==> config.mk <==
export PLATFORM = sky130hd
export DESIGN_NAME = seq_mul_param
export DESIGN_NICKNAME = d
export VERILOG_FILES = /design/src/rtl/seq_mul_param.sv
export SDC_FILE = /design/constraint.sdc
export NUM_CORES = 1
export LEC_CHECK = 0
export CAP_MARGIN = 40
export CORE_ASPECT_RATIO = 0.8
export CORE_MARGIN = 1.5
export CORE_UTILIZATION = 41
export CTS_CLUSTER_SIZE = 10
export DETAILED_ROUTE_END_ITERATION = 6
export GPL_TIMING_DRIVEN = 0
export PLACE_DENSITY = 0.6
export SYNTH_ARGS = -nofsm -noshare
export SYNTH_HDL_FRONTEND = slang
export SYNTH_SLANG_ARGS = --single-unit
==> constraint.sdc <==
create_clock -name clk -period 9.69 [get_ports clk]
set_input_delay 2.907 -clock clk [delete_from_list [all_inputs] [get_ports clk]]
set_output_delay 2.907 -clock clk [all_outputs]
set_load 0.05 [all_outputs]
==> src/rtl/seq_mul_param.sv <==
// rtl/seq_mul_param.sv - iterative shift-add multiplier, signed/unsigned, valid/ready both sides
// Optional macro SEQ_MUL_EARLY_TERM_EN: finish as soon as no multiplier bits remain.
module seq_mul_param #(
    parameter int WIDTH = 8,
    parameter int CNT_W = $clog2(WIDTH) + 1
) (
    input  logic                 clk,
    input  logic                 rst_n,
    input  logic                 in_valid,
    output logic                 in_ready,
    input  logic                 in_signed,
    input  logic [WIDTH-1:0]     a,
    input  logic [WIDTH-1:0]     b,
    output logic                 out_valid,
    input  logic                 out_ready,
    output logic [2*WIDTH-1:0]   p,
    output logic                 busy
);
    localparam int PW = 2 * WIDTH;
    localparam logic [CNT_W-1:0] LAST_CNT = CNT_W'(WIDTH - 1);

    typedef enum logic [1:0] {IDLE, BUSY, DONE} state_t;
    state_t state, state_next;

    logic             sgn;
    logic [PW-1:0]    mcand;
    logic [PW-1:0]    acc;
    logic [WIDTH-1:0] mplr;
    logic [CNT_W-1:0] cnt;

    logic [WIDTH-1:0] a_mag;
    logic [WIDTH-1:0] b_mag;
    logic [PW-1:0]    partial;
    logic [PW-1:0]    acc_next;
    logic [PW-1:0]    result;
    logic             last_step;
    logic             accept;

    assign in_ready  = (state == IDLE);
    assign busy      = (state == BUSY);
    assign out_valid = (state == DONE);
    assign accept    = in_valid & in_ready;

    // Negating the most-negative value wraps to 2^(WIDTH-1), which is exactly the magnitude wanted.
    always_comb begin
        a_mag = (in_signed && a[WIDTH-1]) ? (~a + WIDTH'(1)) : a;
        b_mag = (in_signed && b[WIDTH-1]) ? (~b + WIDTH'(1)) : b;
    end

    always_comb begin
        partial  = mplr[0] ? (mcand << cnt) : '0;
        acc_next = acc + partial;
        result   = sgn ? (~acc_next + PW'(1)) : acc_next;
`ifdef SEQ_MUL_EARLY_TERM_EN
        last_step = (cnt == LAST_CNT) || ((mplr >> 1) == '0);
`else
        last_step = (cnt == LAST_CNT);
`endif
    end

    always_comb begin
        state_next = state;
        case (state)
            IDLE:    if (in_valid)  state_next = BUSY;
            BUSY:    if (last_step) state_next = DONE;
            DONE:    if (out_ready) state_next = IDLE;
            default: state_next = IDLE;
        endcase
    end

    always_ff @(posedge clk or negedge rst_n) begin
        if (!rst_n) begin
            state <= IDLE;
        end else begin
            state <= state_next;
        end
    end

    always_ff @(posedge clk or negedge rst_n) begin
        if (!rst_n) begin
            sgn   <= 1'b0;
            mcand <= '0;
            acc   <= '0;
            mplr  <= '0;
            cnt   <= '0;
            p     <= '0;
        end else if (accept) begin
            sgn   <= in_signed & (a[WIDTH-1] ^ b[WIDTH-1]);
            mcand <= {{WIDTH{1'b0}}, a_mag};
            acc   <= '0;
            mplr  <= b_mag;
            cnt   <= '0;
        end else if (state == BUSY) begin
            acc  <= acc_next;
            mplr <= mplr >> 1;
            cnt  <= cnt + CNT_W'(1);
            if (last_step) begin
                p <= result;
            end
        end
    end
endmodule

---- After elaboration in Yosys (flattened, before gate mapping) ----
Cells that the tools add are included.
storage, ports and cells
  register bits ........................... 55
  bits in latches ......................... 0
  bits in writable memories ............... 0
  ROM bits ................................ 0
  input bits .............................. 21
  logic and storage cells ................. 46
  memories kept ........................... 0
operators by class
  $add $sub $neg .......................... 5
  multiply operators ...................... 0
  div/mod/pow operators ................... 0
  order comparisons ....................... 0
  equality and inequality tests ........... 6
  shift-type cells ........................ 1
  mux-type cells .......................... 14
  bitwise gates (word level) .............. 7
  reduce and logical (&&, ||, !) cells .... 6
operators with widths
  operator               count
  $mux 16                4
  $mux 8                 4
  $add 16x1->16 const B  1
  $add 16x16->16         1
  $add 8x1->8 const B    2
  $not 16->16            1
  $not 8->8              2
  $shl 8x4->16           1
  $mux 4                 2
  $mux 2                 3
  $pmux 2 s3             1
  $reduce_and 3->1       2
  $add 4x1->4 const B    1
  $eq 4x3->1 const B     1
  $ne 2x1->1 const B     2
  $and 1x1->1            2
  $eq 2x1->1 const B     1
  $eq 2x2->1 const B     1
  $logic_and 1x1->1      2
  $logic_not 2->1        1
  $ne 2x2->1 const B     1
  $reduce_bool 2->1      1
  $not 1->1              1
  $xor 1x1->1            1

---- Longest topological paths before layout ----
  word-level depth ........................ 6
  gate-level depth with buffers ........... 18
  mapped depth without buffers ............ 16

---- Least setup slack after synthesis ----
OpenSTA, ideal clock, no wires.
  path kind ............................... reg2out
  from .................................... register state[1]
  to ...................................... output port busy
  arrival time ............................ 1.457 ns
  required time ........................... 6.783 ns
  setup slack ............................. 5.326 ns
  cell stages (with the launch flop) ...... 5
  path through ............................ dfrtp_1 nand2b_1 clkbuf_1 clkinv_1 clkbuf_1
on the way
  word-level cells in the longest chain between the ends .. 1
ends and longest elaborated chain
  item                    line  RTL
  from (decl)             23    state_t state, state_next;
  from (signal assigned)  75    state <= state_next;
  $eq 2x1->1              40    assign busy = (state == BUSY);
  to (decl)               17    output logic busy
No other way between the ends.

---- Final worst setup path ----
Same ends and word-level chain as after synthesis.

==> metrics.md <==
| Metric | Value |
|---|---|
| Run status | `complete, no violations` |
| Total core area | `9231 um2` |
| Top layer in use | `met4` |
| Post-layout util | `50.66%` |
| Pwr/cell area | `352.8 nW/um2` |
| Final GP Congestion | `0.8626` |
| WL final | `10.00 mm` |
| R2r worst-path depth | `14` |
| Post-layout min period | `5.661 ns` |
| Slew Limit Fails | `0` |
| Post-Syn Instances | `465` |
| RSZ-0062 raised after global routing | `no` |
| DRT iter0 DRCs | `231` |
| Pre-Repair DR Iteration Count | `5` |
| CP max stage cell | `clkdlybuf4s50_1` |
| Int Power | `0.8235 mW` |
| Met3 WL | `397 um` |
| Nets@finish | `553` |
| Gate power share | `63.9%` |
| Worst EP arrival | `2.75 ns` |
| Critical Path Fanout Max | `10` |
| Number of core rows | `31` |
| Seq pwr share | `24.5%` |
| Family with the most delay on the worst path | `buffers and inverters` |
| Setup Viol. Count Final | `0` |
| CTS tree | `yes` |
| Via count | `3512` |
| Fraction of layout cells with a size suffix above 1 | `6.433%` |
| Clock slew at reported path FFs | `0.08 ns` |
| Post-synth ARST share | `100.0%` |
| Final hold violation count | `0` |
| Post-detailed-route count of antenna-violating nets | `0` |
| Min-delay src | `p[9]` |
| CTS max path bufs | `2` |
| Die W | `113.1 um` |
| DP HPWL | `7.798 mm` |
| Met2 routed WL | `4.158 mm` |
| Initial antenna violation count | `0` |
| Cell mode on critical path | `clkbuf_1` |
| Setup tns final | `0 ns` |
| Global-route wire length before repair | `16.66 mm` |
| Root Buffer | `clkbuf_16` |
| Area Overhead vs Synth | `17.66%` |
| #FFs+latches synth | `55` |
| Fill count | `925` |
| Worst slew margin | `43.14%` |
| Reg-to-reg setup timing slack | `5.17 ns` |
| Hold Path End | `p[9]` |
| Setup Fix Bufs, Post-CTS | `0` |
| Syn nets | `506` |
| Tightest Pin Transition | `0.8468 ns` |
| Vias/cell | `5.592` |
| Worst Skew | `0.009130 ns` |
| Period utilisation layout | `58.42%` |
| Mean Syn Cell Area | `8.549 um2` |
| Post_cts resized | `0` |
| Hold crit path type | `register to register` |
| Startpoint types | `register` |
| CP endpoint kind | `output pin` |
| M1 WL | `5.349 mm` |
| Hold Path Stages | `2` |
| # hold bufs at CTS | `0` |
| Post-synthesis sequential area ratio | `34.62%` |
| Die area | `10300 um2` |
| CP required | `6.78 ns` |
| Max-cap viol count | `0` |
| Worst reg2reg path startpoint | `cnt[1]` |
| Ports | `40` |
| IO buf count | `39` |
| Clock power share | `11.6%` |
| Htree depth | `2` |
| Clock Sinks | `55` |
| Unique masters post-synth | `64` |
| P_leak | `2.069 nW` |
| YS warnings | `0` |
| Setup CP Type | `register to output pin` |
| Gr usage total | `20.37%` |
| Switching power | `0.8264 mW` |
| CTS buffer count | `5` |
| Largest net degree at the start of global routing | `34` |
| CP cell instances | `nand2b_1 -> clkbuf_1 -> clkinv_1 -> clkbuf_1 -> clkdlybuf4s50_1` |
| Max incr delay on CP | `0.92 ns` |
| Antenna diodes | `0` |
| Residual DRC | `0` |
| Buffers & Inverters on Critical Path | `4` |
| Post-synth top flop | `dfrtp_1` |
| Wirelength per Cell | `15.93 um` |
| Peak supply drop | `0.1291 mV` |
| Max Fclk | `0.1766 GHz` |
| Worst skew pair latency | `0.30 ns` |
| Die Ht | `91.07 um` |
| Initial Util | `43.06%` |
| Switching power share of the total | `50.09%` |
| R2R Path End | `p[14]` |
| EDFF count, synth | `0` |
| Remaining Overflow, GRT | `0` |
| Vias in the first global route | `3189` |
| Area of the mapped netlist | `3975 um2` |
==> cell type report <==
cell class	instances	area (um2)	area share, %
Multi-Input combinational cell	378	2471	52.84
Sequential cell	55	1376	29.43
Buffer	23	93.84	2.006
Clock inverter	2	13.76	0.2943
Inverter	9	33.78	0.7223
Clock buffer	6	138.9	2.969
Timing Repair Buffer	40	405.4	8.668
Tap cell	115	143.9	3.077
==> worst max-delay path by stage <==
stage                     cells past startpoint  startpoint        to  slack (ns)
after floorplan                               4    state[1]      busy        5.33
after CTS                                     5    state[1]      busy        4.06
after global placement                        1       rst_n  mcand[1]        3.95
after detailed placement                      5    state[1]      busy        4.41
final                                         5    state[1]      busy        4.03
after global routing                          5    state[1]      busy        3.95
==> tightest hold or removal path: stages (launching register included) <==
cell and delay [ns]:
dfrtp_1 0.34, nand2_1 0.04, o21ai_0 0.06
==> layout by cell type (no fill, tap or decap), drive strengths merged, types with 2 or more instances in the layout <==
master / instances
or3: 4
nor2b: 9
ha: 19
a21boi: 3
nand2: 77
o31ai: 3
or3b: 2
nand3b: 3
buf: 6
mux2: 5
clkbuf: 25
nor3b: 3
o41ai: 3
and2: 6
dfrtp: 55
nor3: 8
a21o: 12
a21oi: 18
xor2: 18
a31oi: 8
o211ai: 2
mux2i: 9
o22ai: 5
o21ai: 50
nand3: 25
nand4: 6
clkinv: 2
nand2b: 8
o21a: 2
inv: 9
nor2: 27
a211oi: 3
xnor2: 22
clkdlybuf4s50: 38
and3: 3
==> layer usage <==
layer / up-vias / track usage [%]
li1: 1741 / -
met4: 0 / 3.438
met3: 7 / 3.004
met2: 71 / 28.89
met5: - / 0
met1: 1693 / 32.66
==> through the flow <==
stage	std cells	hold WS (ns)	power, mW	area [um2]	setup WS (ns)
6_report	628	0.4778	1.650	4677	4.029
3_5_place_dp	620	0.4700	1.450	4524	4.410
3_3_place_gp	619	0.4629	1.434	4509	3.950
2_1_floorplan	465	0.4621	1.179	3975	5.326
5_1_grt	628	0.5088	1.786	4677	3.946
4_1_cts	628	0.4882	1.650	4677	4.058
==> power by group through the flow <==
stage / clock network [mW] / logic [mW] / registers [mW]
global route: 0.205 / 1.16 / 0.419
finish: 0.191 / 1.05 / 0.404
detailed placement: 0 / 1.04 / 0.407
global placement: 0 / 1.03 / 0.404
floorplan: 0 / 0.699 / 0.479
CTS: 0.197 / 1.05 / 0.404
==> cell usage after synthesis, types with 2 or more instances <==
master	count	area share [%]
o21ai_0	44	5.5
xor2_1	17	3.7
a21boi_0	2	0.38
nand2b_1	7	1.1
o21a_1	2	0.38
o211ai_1	2	0.38
a31oi_1	8	1.3
nor3_1	8	1.0
or3_1	3	0.47
clkbuf_1	19	1.8
and3_1	2	0.31
a21oi_1	16	2.0
and2_1	6	0.94
nor3b_1	3	0.57
a21o_1	12	2.3
buf_1	2	0.19
mux2_2	5	1.4
xnor2_1	22	4.8
buf_4	2	0.38
o31ai_1	3	0.57
nor2_1	26	2.5
o22ai_1	5	0.79
nand3_1	25	3.1
nor2b_1	9	1.4
inv_1	8	0.76
mux2i_1	9	2.3
nand4_1	5	0.79
a211oi_1	3	0.57
ha_1	19	6.0
nand3b_1	3	0.57
o21ai_1	5	0.63
dfrtp_1	55	35
nand2_1	77	7.3
==> state kept, by name (all words and copies together), names as in the netlist <==
signal	count
mcand	8
acc	16
p	16
sgn	1
mplr	8
cnt	4
state	2
==> kinds of logic (layout without fill, tap and decap cells) <==
family | Yosys count | count (layout) | share of synthesized area [%]
AOI/OAI and AO/OA | 119 | 119 | 19.96
DFF | 55 | 55 | 34.62
adders and majority gates | 20 | 20 | 6.484
muxes | 14 | 14 | 3.683
buffers and inverters | 32 | 80 | 3.211
and+or+nand+nor | 185 | 185 | 23.04
xor gates and xnor gates | 40 | 40 | 9.002
Note: power is estimated with default switching activity, not from simulation.
